===== config.mk =====
export PLATFORM = sky130hd
export DESIGN_NAME = tx_source_arbiter
export DESIGN_NICKNAME = d
export VERILOG_FILES = /design/src/rtl/tx_source_arbiter_pkg.sv /design/src/rtl/tx_source_arbiter_byte_fifo.sv /design/src/rtl/tx_source_arbiter.sv
export SDC_FILE = /design/constraint.sdc
export NUM_CORES = 1
export LEC_CHECK = 0
export ABC_AREA = 1
export BUFFER_PORTS_ARGS = -buffer_cell sky130_fd_sc_hd__buf_2
export CORE_UTILIZATION = 63
export CTS_BUF_LIST = sky130_fd_sc_hd__clkbuf_16
export CTS_CLUSTER_DIAMETER = 200
export CTS_CLUSTER_SIZE = 40
export DETAILED_ROUTE_END_ITERATION = 8
export PLACE_DENSITY = 0.83
export SYNTH_ARGS = -nofsm -noshare
export SYNTH_HDL_FRONTEND = slang
export SYNTH_SLANG_ARGS = --single-unit
export TNS_END_PERCENT = 1

===== constraint.sdc =====
create_clock -name clk -period 4.2 [get_ports clk]
set_input_delay 0.21 -clock clk [delete_from_list [all_inputs] [get_ports clk]]
set_output_delay 0.21 -clock clk [all_outputs]
set_load 0.01 [all_outputs]

===== src/rtl/tx_source_arbiter_pkg.sv =====
// Shared types for the two-source UART transmit arbiter: FSM encoding and source IDs.
package tx_source_arbiter_pkg;

    localparam int unsigned DATA_W = 8;

    typedef enum logic [1:0] {
        IDLE    = 2'd0,
        START   = 2'd1,
        WAIT_HI = 2'd2,
        WAIT_LO = 2'd3
    } arbState_e;

    typedef logic srcId_t;

    localparam srcId_t SRC_BTN = 1'b0;
    localparam srcId_t SRC_RX  = 1'b1;

endpackage


===== src/rtl/tx_source_arbiter_byte_fifo.sv =====
// Small first-word-fall-through byte FIFO; a push into a full FIFO lands only when the
// same cycle also pops.
module byte_fifo
    import tx_source_arbiter_pkg::*;
#(
    parameter int unsigned DEPTH = 4,
    parameter int unsigned AW    = 2
) (
    input  logic              clk,
    input  logic              reset,
    input  logic              push,
    input  logic [DATA_W-1:0] din,
    input  logic              pop,
    output logic [DATA_W-1:0] dout,
    output logic              empty,
    output logic              full
);

    logic [DATA_W-1:0] mem [DEPTH];
    logic [AW:0]       wrPtr;
    logic [AW:0]       rdPtr;
    logic              doRead;
    logic              doWrite;

    assign empty   = (wrPtr == rdPtr);
    assign full    = (wrPtr[AW] != rdPtr[AW]) && (wrPtr[AW-1:0] == rdPtr[AW-1:0]);
    assign doRead  = pop && !empty;
    assign doWrite = push && (!full || doRead);
    assign dout    = mem[rdPtr[AW-1:0]];

    // Pointers carry one extra wrap bit to tell full from empty.
    always_ff @(posedge clk or negedge reset) begin
        if (!reset) begin
            wrPtr <= '0;
            rdPtr <= '0;
        end else begin
            if (doWrite) wrPtr <= wrPtr + (AW+1)'(1);
            if (doRead)  rdPtr <= rdPtr + (AW+1)'(1);
        end
    end

    always_ff @(posedge clk) begin
        if (doWrite) mem[wrPtr[AW-1:0]] <= din;
    end

endmodule


===== src/rtl/tx_source_arbiter.sv =====
// Arbitrates the button and rx-echo byte streams onto one UART transmitter.
// Build option BTN_PRIORITY_EN: button always wins; otherwise round-robin.
module tx_source_arbiter
    import tx_source_arbiter_pkg::*;
#(
    parameter int unsigned DEPTH = 4,
    parameter int unsigned AW    = 2
) (
    input  logic              clk,
    input  logic              reset,
    input  logic              btn_rdy,
    input  logic [DATA_W-1:0] btn_data,
    input  logic              rx_rdy,
    input  logic [DATA_W-1:0] rx_data,
    input  logic              tx_busy,
    output logic              tx_start,
    output logic [DATA_W-1:0] tx_data,
    output logic              tx_src,
    output logic              active,
    output logic              btn_ovf,
    output logic              rx_ovf
);

    arbState_e         state;
    arbState_e         nextState;
    logic              grant;
    srcId_t            grantSrc;
    logic              popBtn;
    logic              popRx;
    logic [DATA_W-1:0] btnDout;
    logic [DATA_W-1:0] rxDout;
    logic              btnEmpty;
    logic              btnFull;
    logic              rxEmpty;
    logic              rxFull;
    logic              txStart;
    logic [DATA_W-1:0] txData;
    srcId_t            txSrc;
    logic              activeQ;
    logic              btnOvf;
    logic              rxOvf;

    byte_fifo #(.DEPTH(DEPTH), .AW(AW)) uBtnFifo (
        .clk   (clk),
        .reset (reset),
        .push  (btn_rdy),
        .din   (btn_data),
        .pop   (popBtn),
        .dout  (btnDout),
        .empty (btnEmpty),
        .full  (btnFull)
    );

    byte_fifo #(.DEPTH(DEPTH), .AW(AW)) uRxFifo (
        .clk   (clk),
        .reset (reset),
        .push  (rx_rdy),
        .din   (rx_data),
        .pop   (popRx),
        .dout  (rxDout),
        .empty (rxEmpty),
        .full  (rxFull)
    );

`ifndef BTN_PRIORITY_EN
    srcId_t lastGrant;

    // Starts as rx so the first contention favours the button.
    always_ff @(posedge clk or negedge reset) begin
        if (!reset) begin
            lastGrant <= SRC_RX;
        end else if (grant) begin
            lastGrant <= grantSrc;
        end
    end
`endif

    always_comb begin
        nextState = state;
        grant     = 1'b0;
        grantSrc  = SRC_BTN;
        popBtn    = 1'b0;
        popRx     = 1'b0;
        case (state)
            IDLE: begin
                if (!btnEmpty || !rxEmpty) begin
                    grant = 1'b1;
`ifdef BTN_PRIORITY_EN
                    grantSrc = btnEmpty ? SRC_RX : SRC_BTN;
`else
                    if (!btnEmpty && !rxEmpty) grantSrc = ~lastGrant;
                    else                       grantSrc = btnEmpty ? SRC_RX : SRC_BTN;
`endif
                    popBtn    = (grantSrc == SRC_BTN);
                    popRx     = (grantSrc == SRC_RX);
                    nextState = START;
                end
            end
            START:   nextState = WAIT_HI;
            WAIT_HI: if (tx_busy)  nextState = WAIT_LO;
            WAIT_LO: if (!tx_busy) nextState = IDLE;
            default: nextState = IDLE;
        endcase
    end

    // State plus registered transmitter-facing outputs; tx_data only moves on a grant.
    always_ff @(posedge clk or negedge reset) begin
        if (!reset) begin
            state   <= IDLE;
            txStart <= 1'b0;
            txData  <= '0;
            txSrc   <= SRC_BTN;
            activeQ <= 1'b0;
            btnOvf  <= 1'b0;
            rxOvf   <= 1'b0;
        end else begin
            state   <= nextState;
            txStart <= grant;
            activeQ <= (nextState != IDLE);
            if (grant) begin
                txData <= (grantSrc == SRC_RX) ? rxDout : btnDout;
                txSrc  <= grantSrc;
            end
            btnOvf <= btnOvf | (btn_rdy & btnFull & ~popBtn);
            rxOvf  <= rxOvf  | (rx_rdy  & rxFull  & ~popRx);
        end
    end

    assign tx_start = txStart;
    assign tx_data  = txData;
    assign tx_src   = txSrc;
    assign active   = activeQ;
    assign btn_ovf  = btnOvf;
    assign rx_ovf   = rxOvf;

endmodule


* Word level (Yosys, flattened, before mapping) *
Memories as Yosys holds them, arrays and structs flattened.
Cells that the tools add are included.
Widths: inputs -> output; s select.

storage, ports and cells
  register bits after elaboration = 28
  memory bits (writable) = 64
  bits of input ports = 21
  output and inout port bits = 13
  word-level logic and storage cells = 72
  memories = 2

operators by class
  add/subtract/negate cells = 4
  equal/unequal tests = 9
  multiplexer cells = 19
  bitwise gates (word level) = 10
  reductions and logical operators = 16

memory list
  name          words  width  read ports  clocked after memory_dff  wr ports  RTL line                           source
  uBtnFifo.mem  4      8      1           0                         1         tx_source_arbiter_byte_fifo.sv:19  logic [DATA_W-1:0] mem [DEPTH];
  uRxFifo.mem   4      8      1           0                         1         tx_source_arbiter_byte_fifo.sv:19

operators with widths
  kind                 count
  $mux 1               14
  $add 3x1->3 const B  4
  $mux 8               1
  $pmux 2 s4           1
  $logic_and 1x1->1    7
  $eq 3x3->1           2
  $mux 2               3
  $and 1x1->1          4
  $eq 2x2->1           2
  $eq 2x2->1 const B   2
  $logic_not 1->1      4
  $not 1->1            4
  $logic_or 1x1->1     3
  $eq 2x1->1 const B   1
  $logic_not 2->1      1
  $ne 1x1->1           2
  $or 1x1->1           2
  $reduce_bool 2->1    1

* Depth between registers and ports, before layout *
Gate-level depths: netlist of run 1.

  word-level depth = 14
  mapped depth = 12
  mapped depth without buffers = 11

* By module *
Synthesis of run 1 repeated with hierarchy kept, for this count alone.

unflattened totals
  cell total of the unflattened synthesis = 374
  area total of the unflattened synthesis = 4088.9 µm²

by module, submodules not included
  module                times used  cells an instance  area an instance (µm²)  sequential area each (µm²)
  byte_fifo (uBtnFifo)  1           137                1662.8                  1111.1
  byte_fifo (uRxFifo)   1           137                1661.6                  1111.1
  tx_source_arbiter     1           100                764.5                   401.6

* Worst setup path after synthesis of run 1 *
OpenSTA, ideal clock, no wires.

  path kind = flip-flop to flip-flop
  from = reg uRxFifo.rdPtr[0]
  to = mem uBtnFifo.mem[0][0] (enable)
  library setup time = 371 ps
  arrival = 1604 ps
  setup slack = 2225 ps
  stages on the path, launching flop included = 9
  path buffers = 1
  period minus slack after synthesis = 1975 ps
  path through = dfrtp_1 buf_4 xnor2_2 nand3_4 nand2_4 nand3_2 nand2_1 nand2_2 nor2_1

on the way
  cells in the longest elaborated chain, start to end = 14
  elaborated cells between the ends (all ways) = 15
  classes of those cells = 1 x eq/ne; 7 x mux; 1 x bitwise; 6 x reduce/logical

ends and longest elaborated chain
  item                            RTL line                                          source
  start, declared                 tx_source_arbiter_byte_fifo.sv:21                 logic [AW:0] rdPtr;
  start signal, assigned          tx_source_arbiter_byte_fifo.sv:38                 if (doRead) rdPtr <= rdPtr + (AW+1)'(1);
  $eq 3x3->1 *                    tx_source_arbiter_byte_fifo.sv:25                 assign empty = (wrPtr == rdPtr);
  $logic_not 1->1 *               tx_source_arbiter.sv:86, tx_source_arbiter.sv:91
  $logic_and 1x1->1               tx_source_arbiter.sv:91                           if (!btnEmpty && !rxEmpty) grantSrc = ~lastGrant;
  $mux 1                          tx_source_arbiter.sv:91
  $mux 1                          tx_source_arbiter.sv:86                           if (!btnEmpty || !rxEmpty) begin
  $mux 1                          tx_source_arbiter.sv:84                           case (state)
  $not 1->1                       tx_source_arbiter.sv:94                           popBtn = (grantSrc == SRC_BTN);
  $mux 1 *                        tx_source_arbiter.sv:86
  $mux 1 *                        tx_source_arbiter.sv:84
  $logic_and 1x1->1 *             tx_source_arbiter_byte_fifo.sv:27                 assign doRead = pop && !empty;
  $logic_or 1x1->1 *              tx_source_arbiter_byte_fifo.sv:28                 assign doWrite = push && (!full || doRead);
  $logic_and 1x1->1 *             tx_source_arbiter_byte_fifo.sv:28
  $mux 1 *                        tx_source_arbiter_byte_fifo.sv:43                 if (doWrite) mem[wrPtr[AW-1:0]] <= din;
  $mux 1 (implied by the code) *  tx_source_arbiter_byte_fifo.sv:43
  end, declared                   tx_source_arbiter_byte_fifo.sv:19

Mark *: on every way between the ends. The rest lies on a longest branch, timed or not. The select of a mux whose other input is x is not followed.

* Final worst setup path of run 1 *
  from = reg uBtnFifo.rdPtr[0]
  to = mem uRxFifo.mem[2][4] (enable)

on the way
  cells in the longest elaborated chain, start to end = 13
  elaborated cells between the ends (all ways) = 15
  classes of those cells = 1 x eq/ne; 8 x mux; 6 x reduce/logical

ends and longest elaborated chain
  item                            RTL line
  start, declared                 tx_source_arbiter_byte_fifo.sv:21
  start signal, assigned          tx_source_arbiter_byte_fifo.sv:38
  $eq 3x3->1 *                    tx_source_arbiter_byte_fifo.sv:25
  $logic_not 1->1                 tx_source_arbiter.sv:86, tx_source_arbiter.sv:91
  $logic_and 1x1->1               tx_source_arbiter.sv:91
  $mux 1                          tx_source_arbiter.sv:91
  $mux 1                          tx_source_arbiter.sv:86
  $mux 1                          tx_source_arbiter.sv:84
  $mux 1 *                        tx_source_arbiter.sv:86
  $mux 1 *                        tx_source_arbiter.sv:84
  $logic_and 1x1->1 *             tx_source_arbiter_byte_fifo.sv:27
  $logic_or 1x1->1 *              tx_source_arbiter_byte_fifo.sv:28
  $logic_and 1x1->1 *             tx_source_arbiter_byte_fifo.sv:28
  $mux 1 *                        tx_source_arbiter_byte_fifo.sv:43
  $mux 1 (implied by the code) *  tx_source_arbiter_byte_fifo.sv:43
  end, declared                   tx_source_arbiter_byte_fifo.sv:19

Marked as above.

==> impl_metrics.py, run 1 <==
metrics = {
    "run_status": {
        "status": "complete, no violations",
    },
    "synth": {
        "yosys.area.top_type": "edfxtp_1",
        "synthTopCellsByArea": "edfxtp_1 48%, dfrtp_1 17%, nor2_1 5.2%",
        "synth_top_area_share_pct": 48.11,
        "synth_edf_count": 64,
        "syn_nets": 376,
        "ys_seq_area_share_pct": 65.67,
        "yosysUniqueCellTypes": 32,
        "ys_seq_elements": 92,
        "async_flop_share_pct": 30.43,
        "yosys_warnings": 0,
        "syn-cell-area_um2": 3995,
        "synthCells": 345,
        "synth_area_per_cell_um2": 11.58,
        "synth_flop_cell": "edfxtp_1",
    },
    "worst_setup_path": {
        "cp_max_fo": 19,
        "reg2reg_from": "uBtnFifo.rdPtr[0]",
        "cp_data_arrival_time_ns": 2.71,
        "setup.worst_path.end": "uRxFifo.mem[2][4]",
        "ff2ff_path_depth": 10,
        "endpoint_kind": "flop",
        "critPathLaunch": "uBtnFifo.rdPtr[0]",
        "r2r_setup_slack_ns": 1.46,
        "worstSetupPathType": "reg -> reg",
        "startpoint_type": "flop",
        "rr_endpoint": "uRxFifo.mem[2][4]",
        "required_ns": 4.17,
    },
    "route": {
        "drc": 0,
        "vias": 2661,
        "wl_per_cell_um": 17.48,
        "routed_via_density": 5.797,
        "postRouteAntennaNets": 0,
        "drtIter0Drc": 260,
        "wl_um": 8025,
        "first_pass_iters": 5,
    },
    "placement": {
        "portBuffers": 33,
        "dp.cells": 443,
        "hpwl_um": 5523,
        "gp_congestion": 0.8633,
    },
    "die": {
        "die_y_um": 81.63,
        "initial_utilization_pct": 66.30,
        "placementRows": 28,
        "die_x_um": 81.63,
        "core-area_um2": 6026,
        "ios": 34,
        "die-area_um2": 6663,
    },
    "global_routing": {
        "grt_max_degree": 29,
        "grt_overflow": 0,
        "gr-usage-met2_pct": 42.92,
        "grt_pass1_wl_um": 12810,
        "grt_pass1_vias": 2607,
        "grtUsageMet3_pct": 4.000,
        "track_usage_pct": 27.21,
        "top_usage_layer": "met2",
        "antenna_found_initial": 0,
        "grtUsageMet1_pct": 37.69,
    },
    "timing": {
        "fin_hold_ws_ns": 0.09381,
        "max_freq_ghz": 0.3651,
        "hold_violations": 0,
        "rsz0062_at_grt": "false",
        "period_minus_slack_ns": 2.739,
        "period_share_pct": 65.21,
        "tightest_slew_ns": 0.7633,
        "tns_ns": 0,
        "setup_viol": 0,
        "maxSlewHeadroom_pct": 48.93,
        "fin_skew_ns": 0.005083,
        "report.final.slew_viol_count": 0,
    },
    "hold_path": {
        "hold_path.class": "in -> reg",
        "hp-start": "btn_data[0]",
    },
    "power": {
        "p_leak_nw": 1.810,
        "power_density_nw_per_um2": 784.3,
        "ir_drop_uv": 400.1,
    },
    "finish": {
        "drive_above_1_share_pct": 18.23,
        "diodes": 0,
        "stdcell_count": 459,
        "fin_nets": 411,
        "area_growth_pct": 12.53,
    },
    "clock_tree": {
        "htree_levels": 3,
        "clockBufferDepth": 2,
        "numCtsBuffers": 9,
        "root_buffer": "clkbuf_16",
        "clk_pin_slew_ns": 0.06,
        "post_cts_buffers": 0,
        "cts_tree": "built",
        "clk-insertion-delay-late_ns": 0.34,
        "cts_sinks": 92,
    },
    "run": {
        "drv_cap": 0,
    },
}
## area by class of cell
cell class                      count  area, µm²
Clock buffer                        9      225.2
Clock inverter                      6      88.84
Fill cell                         387       1530
Inverter                           33      133.9
Multi-Input combinational cell    210       1155
Sequential cell                    92       2624
Tap cell                           75      93.84
Timing Repair Buffer               34      175.2
## layer usage
metal / up-vias / share of wire (%)
li1: 1243 / -
met5: - / 0
met4: 0 / 2.1
met3: 18 / 6.4
met2: 128 / 49
met1: 1272 / 42
## flip-flops by register name, indices dropped and copies added (netlist names)
signal / cells
uRxFifo.mem: 32
tx_data: 8
uRxFifo.rdPtr: 3
uBtnFifo.rdPtr: 3
btn_ovf: 1
uBtnFifo.wrPtr: 3
rx_ovf: 1
lastGrant: 1
state: 2
tx_src: 1
tx_start: 1
uBtnFifo.mem: 32
uRxFifo.wrPtr: 3
active: 1
## cells in the mapped netlist, types with 5 or more instances
master    count
buf_6         5
dfrtp_1      27
edfxtp_1     64
ha_1         10
inv_1        28
nand2_1      50
nand3_1      10
nor2_1       55
o21ai_0      36
o21ai_1       8
o22ai_1      13
## report_power, final
group | switching (mW) | total (mW) | internal [mW]
combinational | 0.821 | 1.23 | 0.410
clock | 0.329 | 0.847 | 0.519
sequential | 0.196 | 1.45 | 1.25
total | 1.35 | 3.53 | 2.18
## what timing repair did
item / CTS / global route
hold endpoints to repair: 27 / 0
gates resized for setup: 0 / 0
hold buffers: 1 / 0
## through the flow
step	worst slack [ns]	area (µm²)	util [%]	total power, mW
final	1.461	4496	74.61	3.526
after global routing	1.222	4496	74.61	3.730
after CTS	1.504	4496	74.61	3.518
after detailed placement	1.542	4172	69.23	2.644
after global placement	1.735	4172	69.23	2.579
after floorplan	2.225	3995	-	2.373
## cell usage in the layout, fill, tap and decap left out, types with 3 or more instances in the layout
cell type  Yosys  routed
o22ai_1       13      13
nand3_1       10      10
o21ai_1        8       8
buf_2          3      33
inv_1         28      28
o21ai_0       36      36
nand2_1       50      50
nand2_4        4       4
nor2_1        55      55
xor2_1         4       4
dfrtp_1       27      27
nand2_2        4       4
a21oi_1        3       3
clkbuf_16      0       9
ha_1          10      10
edfxtp_1      64      64
o22a_1         3       3
## worst min-delay path by stage
| stage | endpoint | slack [ns] | depth (start not counted) |
|---|---|---|---|
| 6_report | uBtnFifo.mem[0][0] | 0.09 | 1 |
| 3_5_place_dp | rx_ovf | 0.26 | 1 |
| 2_1_floorplan | active | -0.09 | 0 |
| 3_3_place_gp | uRxFifo.wrPtr[0] | 0.26 | 1 |
| 4_1_cts | uBtnFifo.mem[2][7] | 0.09 | 1 |
| 5_1_grt | uBtnFifo.mem[3][7] | 0.10 | 1 |
## critical path, stage by stage (launching register included)
cell	delay (ns)
dfrtp_1	0.71
inv_4	0.18
nand2_1	0.13
nand2_2	0.08
nand3_4	0.13
nor2_4	0.07
nor2_8	0.25
nand2_8	0.10
nand2_4	0.10
nand2_4	0.08
nor2_1	0.53
## cell families (layout without fill, tap and decap cells)
kind of cell	count (synthesis)	in the layout	share of synthesized area (%)
flip-flops	92	92	65.68
AND/OR/NAND/NOR	129	129	15.28
AO/OA/AOI/OAI	65	65	8.989
adder cells (fa/ha/maj)	10	10	3.132
buffers and inverters	43	82	5.418
XOR/XNOR	6	6	1.503
Power figures use the tool's default switching activity.
==> run 2: changes to the inputs <==
CORE_UTILIZATION = 59   (was 63)
PLACE_DENSITY = 0.79   (was 0.83)
clock period = 2.8 ns   (was 4.2 ns; I/O delays follow)
==> run 2 against run 1 <==
Net effect: clock power rose by 44%; highest routed layer unchanged; largest power group unchanged; utilization fell by 4.6 points; the flow now finishes with violations (DRC); non-clock buffer count rose by 5.
==> impl_metrics.py, run 2 (synthesis gave the netlist of run 1 again) <==
metrics = {
    "finish": {
        "area_growth_pct": 13.19,
        "diodes": 0,
        "regArea_um2": 2624,
        "final_common_cell": "edfxtp_1",
        "drive_above_1_share_pct": 19.23,
        "multi_input_area_um2": 1155,
        "layout_common_cells": "64 x edfxtp_1, 55 x nor2_1, 50 x nand2_1",
        "layout.filler_cells": 459,
        "final_util_pct": 70.01,
        "fin_nets": 416,
    },
    "global_routing": {
        "antenna_found_initial": 0,
        "grt_pass1_vias": 2573,
        "grt_overflow": 0,
        "track_usage_pct": 25.31,
        "grt_pass1_wl_um": 13120,
        "grt_max_degree": 29,
    },
    "run_status": {
        "failed_checks": "DRC",
        "status": "finished with violations",
    },
    "timing": {
        "period_share_pct": 88.10,
        "period_minus_slack_ns": 2.467,
        "max_freq_ghz": 0.4054,
        "tightest_slew_ns": 0.6487,
        "hold_violations": 0,
        "tns_ns": 0,
        "setup_viol": 0,
        "fin_skew_ns": 0.005631,
        "report.final.slew_viol_count": 0,
        "postLayoutSetupSlackWorst_ns": 0.3333,
        "rsz0062_at_grt": "false",
        "maxSlewHeadroom_pct": 56.59,
    },
    "placement": {
        "hpwl_um": 5518,
        "place_ws_ns": 0.3552,
        "gp_congestion": 0.9116,
        "portBuffers": 33,
    },
    "route": {
        "vias": 2680,
        "drtIter0Drc": 153,
        "wl_per_cell_um": 17.53,
        "routed_via_density": 5.739,
        "first_pass_iters": 7,
        "postRouteAntennaNets": 0,
        "wl_um": 8187,
        "drc": 4,
    },
    "clock_tree": {
        "numCtsBuffers": 9,
        "post_cts_buffers": 0,
        "root_buffer": "clkbuf_16",
        "cts_tree": "built",
        "clockBufferDepth": 2,
        "clk-insertion-delay-late_ns": 0.34,
        "htree_levels": 3,
        "cts_sinks": 92,
        "clk_pin_slew_ns": 0.07,
    },
    "worst_setup_path": {
        "critPathLaunch": "uBtnFifo.rdPtr[0]",
        "rr_endpoint": "uBtnFifo.mem[2][7]",
        "setup.worst_path.end": "uBtnFifo.mem[2][7]",
        "worstSetupPathType": "reg -> reg",
        "cp_data_arrival_time_ns": 2.44,
        "endpoint_kind": "flop",
        "cp_max_fo": 19,
        "required_ns": 2.78,
        "reg2reg_from": "uBtnFifo.rdPtr[0]",
        "r2r_setup_slack_ns": 0.33,
        "startpoint_type": "flop",
        "ff2ff_path_depth": 8,
    },
    "die": {
        "core-area_um2": 6459,
        "die_y_um": 84.29,
        "initial_utilization_pct": 61.86,
        "die-area_um2": 7105,
        "die_x_um": 84.29,
        "placementRows": 29,
        "ios": 34,
    },
    "hold_path": {
        "hold_path.class": "in -> reg",
    },
    "power": {
        "p_leak_nw": 1.834,
        "ir_drop_uv": 579.1,
        "power_density_nw_per_um2": 1161,
        "p_total_mw": 5.251,
    },
    "run": {
        "drv_cap": 0,
    },
}
==> run 2: changes by cell type in the layout (fill, tap and decap cells not counted), sizes merged <==
cell | previous run | this run
buf | 33 | 38
clkinv | 1 | 3
clkinvlp | 2 | 1
inv | 34 | 35
bufinv | 2 | 1
==> run 2: worst min path at each step <==
stage / start / end / cells after the start
after floorplan: reset / active / 0
after global placement: reset / tx_data[5] / 1
after detailed placement: reset / tx_data[4] / 1
after CTS: rx_data[6] / uRxFifo.mem[0][6] / 1
after global routing: rx_data[6] / uRxFifo.mem[0][6] / 1
final: rx_data[0] / uRxFifo.mem[0][0] / 1
==> run 2: where the power goes <==
part	internal, mW	switching (mW)
registers	1.88	0.283
clock network	0.698	0.524
logic	0.645	1.23
==> run 2: critical path: stages (launching register included) <==
cell	delay, ns
dfrtp_1	0.68
inv_4	0.17
nand2_1	0.12
nand2_2	0.07
nand3_4	0.12
nand3_2	0.13
nand2_1	0.14
nand2_2	0.13
nor2_1	0.53
==> run 2: layout make-up <==
class	instances	area share [%]
Inverter	33	2.961
Timing Repair Buffer	39	4.704
Multi-Input combinational cell	210	25.54
Clock inverter	7	1.660
Tap cell	77	2.131
Sequential cell	92	58.02
Clock buffer	9	4.981
==> run 2: per-stage QoR <==
| step | hold WS (ns) | instances | instance area (µm²) |
|---|---|---|---|
| 2_1_floorplan | -0.1556 | 345 | 3995 |
| 3_3_place_gp | 0.1952 | 450 | 4212 |
| 3_5_place_dp | 0.2099 | 450 | 4212 |
| 4_1_cts | 0.009923 | 467 | 4522 |
| 5_1_grt | 0.006417 | 467 | 4522 |
| 6_report | 0.01646 | 467 | 4522 |
==> run 2: layer usage <==
metal	vias to the layer above	GRT usage, %	wire [µm]
met4	0	11.13	189
met1	1292	35.34	3621
met3	21	5.801	439
li1	1249	-	-
met2	118	38.60	3936
met5	-	0	0
==> run 2: what timing repair did <==
| action | CTS | global route |
|---|---|---|
| hold buffers | 1 | 0 |
| gates resized for setup | 0 | 0 |
| hold endpoints to repair | 27 | 0 |
==> run 3: changes to the inputs <==
CORE_MARGIN = 2   (was unset)
==> run 3 against run 2 <==
Net effect: the flow now finishes without violations; register-to-register slack got worse by 0.04 ns; critical path depth unchanged; die area increased by 4.8%; utilization decreased by 0.15 points; largest power group unchanged.
==> impl_metrics.py, run 3 (synthesis gave the netlist of run 1 again) <==
metrics = {
    "die": {
        "die_x_um": 86.29,
        "placementRows": 29,
        "ios": 34,
        "die_y_um": 86.29,
        "initial_utilization_pct": 61.86,
        "die-area_um2": 7446,
        "core-area_um2": 6459,
    },
    "finish": {
        "fin_nets": 415,
        "layout_common_cells": "64 x edfxtp_1, 55 x nor2_1, 50 x nand2_1",
        "drive_above_1_share_pct": 19.07,
        "stdcell_count": 465,
        "diodes": 0,
        "final_common_cell": "edfxtp_1",
        "area_growth_pct": 12.93,
    },
    "timing": {
        "tns_ns": 0,
        "report.final.slew_viol_count": 0,
        "postLayoutSetupSlackWorst_ns": 0.2885,
        "hold_violations": 0,
        "period_minus_slack_ns": 2.511,
        "rsz0062_at_grt": "false",
        "fin_hold_ws_ns": 0.01901,
        "tightest_slew_ns": 0.7013,
        "maxSlewHeadroom_pct": 53.07,
        "setup_viol": 0,
        "fin_skew_ns": 0.008047,
        "max_freq_ghz": 0.3982,
        "period_share_pct": 89.70,
    },
    "route": {
        "vias": 2564,
        "postRouteAntennaNets": 0,
        "first_pass_iters": 4,
        "wl_um": 7680,
        "routed_via_density": 5.514,
        "drc": 0,
        "wl_per_cell_um": 16.52,
        "drtIter0Drc": 168,
    },
    "global_routing": {
        "grt_pass1_vias": 2666,
        "grt_pass1_wl_um": 12780,
        "antenna_found_initial": 0,
        "track_usage_pct": 23.21,
        "grt_overflow": 0,
        "grt_max_degree": 29,
    },
    "placement": {
        "place_ws_ns": 0.3181,
        "dp.cells": 449,
        "hpwl_um": 5352,
        "portBuffers": 33,
        "gp_congestion": 0.9012,
    },
    "power": {
        "p_leak_nw": 1.826,
        "ir_drop_uv": 816.6,
        "p_total_mw": 5.183,
        "power_density_nw_per_um2": 1149,
    },
    "worst_setup_path": {
        "endpoint_kind": "flop",
        "required_ns": 2.77,
        "cp_data_arrival_time_ns": 2.49,
        "crit_slowest_cell": "dfrtp_1",
        "startpoint_type": "flop",
        "slowest_delay_ns": 0.68,
        "worstSetupPathType": "reg -> reg",
        "crit_chain": "inv_4, nand2_1, nand2_2, nand3_4, nand3_2, nand2_1, nand2_2, nor2_1",
        "cp_max_fo": 19,
    },
    "clock_tree": {
        "post_cts_buffers": 0,
        "cts_tree": "built",
        "clk_pin_slew_ns": 0.07,
        "root_buffer": "clkbuf_16",
        "numCtsBuffers": 9,
        "clk-insertion-delay-late_ns": 0.34,
        "clockBufferDepth": 2,
        "htree_levels": 3,
        "cts_sinks": 92,
    },
    "run_status": {
        "status": "complete, no violations",
    },
    "hold_path": {
        "hold_path.class": "in -> reg",
    },
    "run": {
        "drv_cap": 0,
    },
}
## run 3: cell count changes in the layout (fill, tap and decap cells not counted), sizes merged
cell	before	now
clkinv	3	1
buf	38	37
inv	35	36
## run 3: final timing paths
check	endpoint	slack (ns)	cells after the start	from
hold reg to reg	tx_data[6]	0.48	2	tx_data[6]
hold / removal	uRxFifo.mem[2][3]	0.02	1	rx_data[3]
setup reg to reg	uBtnFifo.mem[2][4]	0.29	8	uBtnFifo.rdPtr[0]
min in group asynchronous	tx_data[5]	0.38	2	reset
max in group asynchronous	uRxFifo.rdPtr[1]	1.98	2	reset
setup / recovery	uBtnFifo.mem[2][4]	0.29	8	uBtnFifo.rdPtr[0]
## run 3: layout make-up
class / count / area, µm²
clock buffers: 9 / 225.2
clock inverters: 6 / 72.57
fillers: 461 / 1947
inverters: 33 / 133.9
multi-input cells: 210 / 1155
flip-flops and latches: 92 / 2624
well taps: 77 / 96.34
repair buffers: 38 / 205.2
## run 3: through the flow
| stage | instance area (µm²) | utilization [%] |
|---|---|---|
| 6_report | 4512 | 69.86 |
| 5_1_grt | 4512 | 69.86 |
| 4_1_cts | 4512 | 69.86 |
| 3_5_place_dp | 4204 | 65.09 |
| 3_3_place_gp | 4204 | 65.09 |
| 2_1_floorplan | 3995 | - |
## run 3: critical path: cells and delay by family (launching register included)
| kind | cells | cell delay, ns |
|---|---|---|
| buffers and inverters | 1 | 0.17 |
| AND/OR/NAND/NOR | 7 | 1.29 |
| flip-flops | 1 | 0.68 |
## run 3: report_power, final
group	leakage, nW	switching [mW]	internal (mW)	total, mW
registers	0.913	0.300	1.87	2.17
logic	0.771	1.16	0.635	1.79
clock network	0.143	0.516	0.698	1.21
## run 3: repair_timing
item	4_1_cts	5_1_grt
hold buffers	1	0
hold endpoints to repair	27	0
gates resized for setup	0	0
## run 3: per-layer routing
layer,global-route usage [%],vias up,wire length (µm)
met2,36.36,78,3761
met5,0,-,0
li1,-,1245,-
met1,31.93,1232,3412
met4,8.239,0,113
met3,6.000,9,392
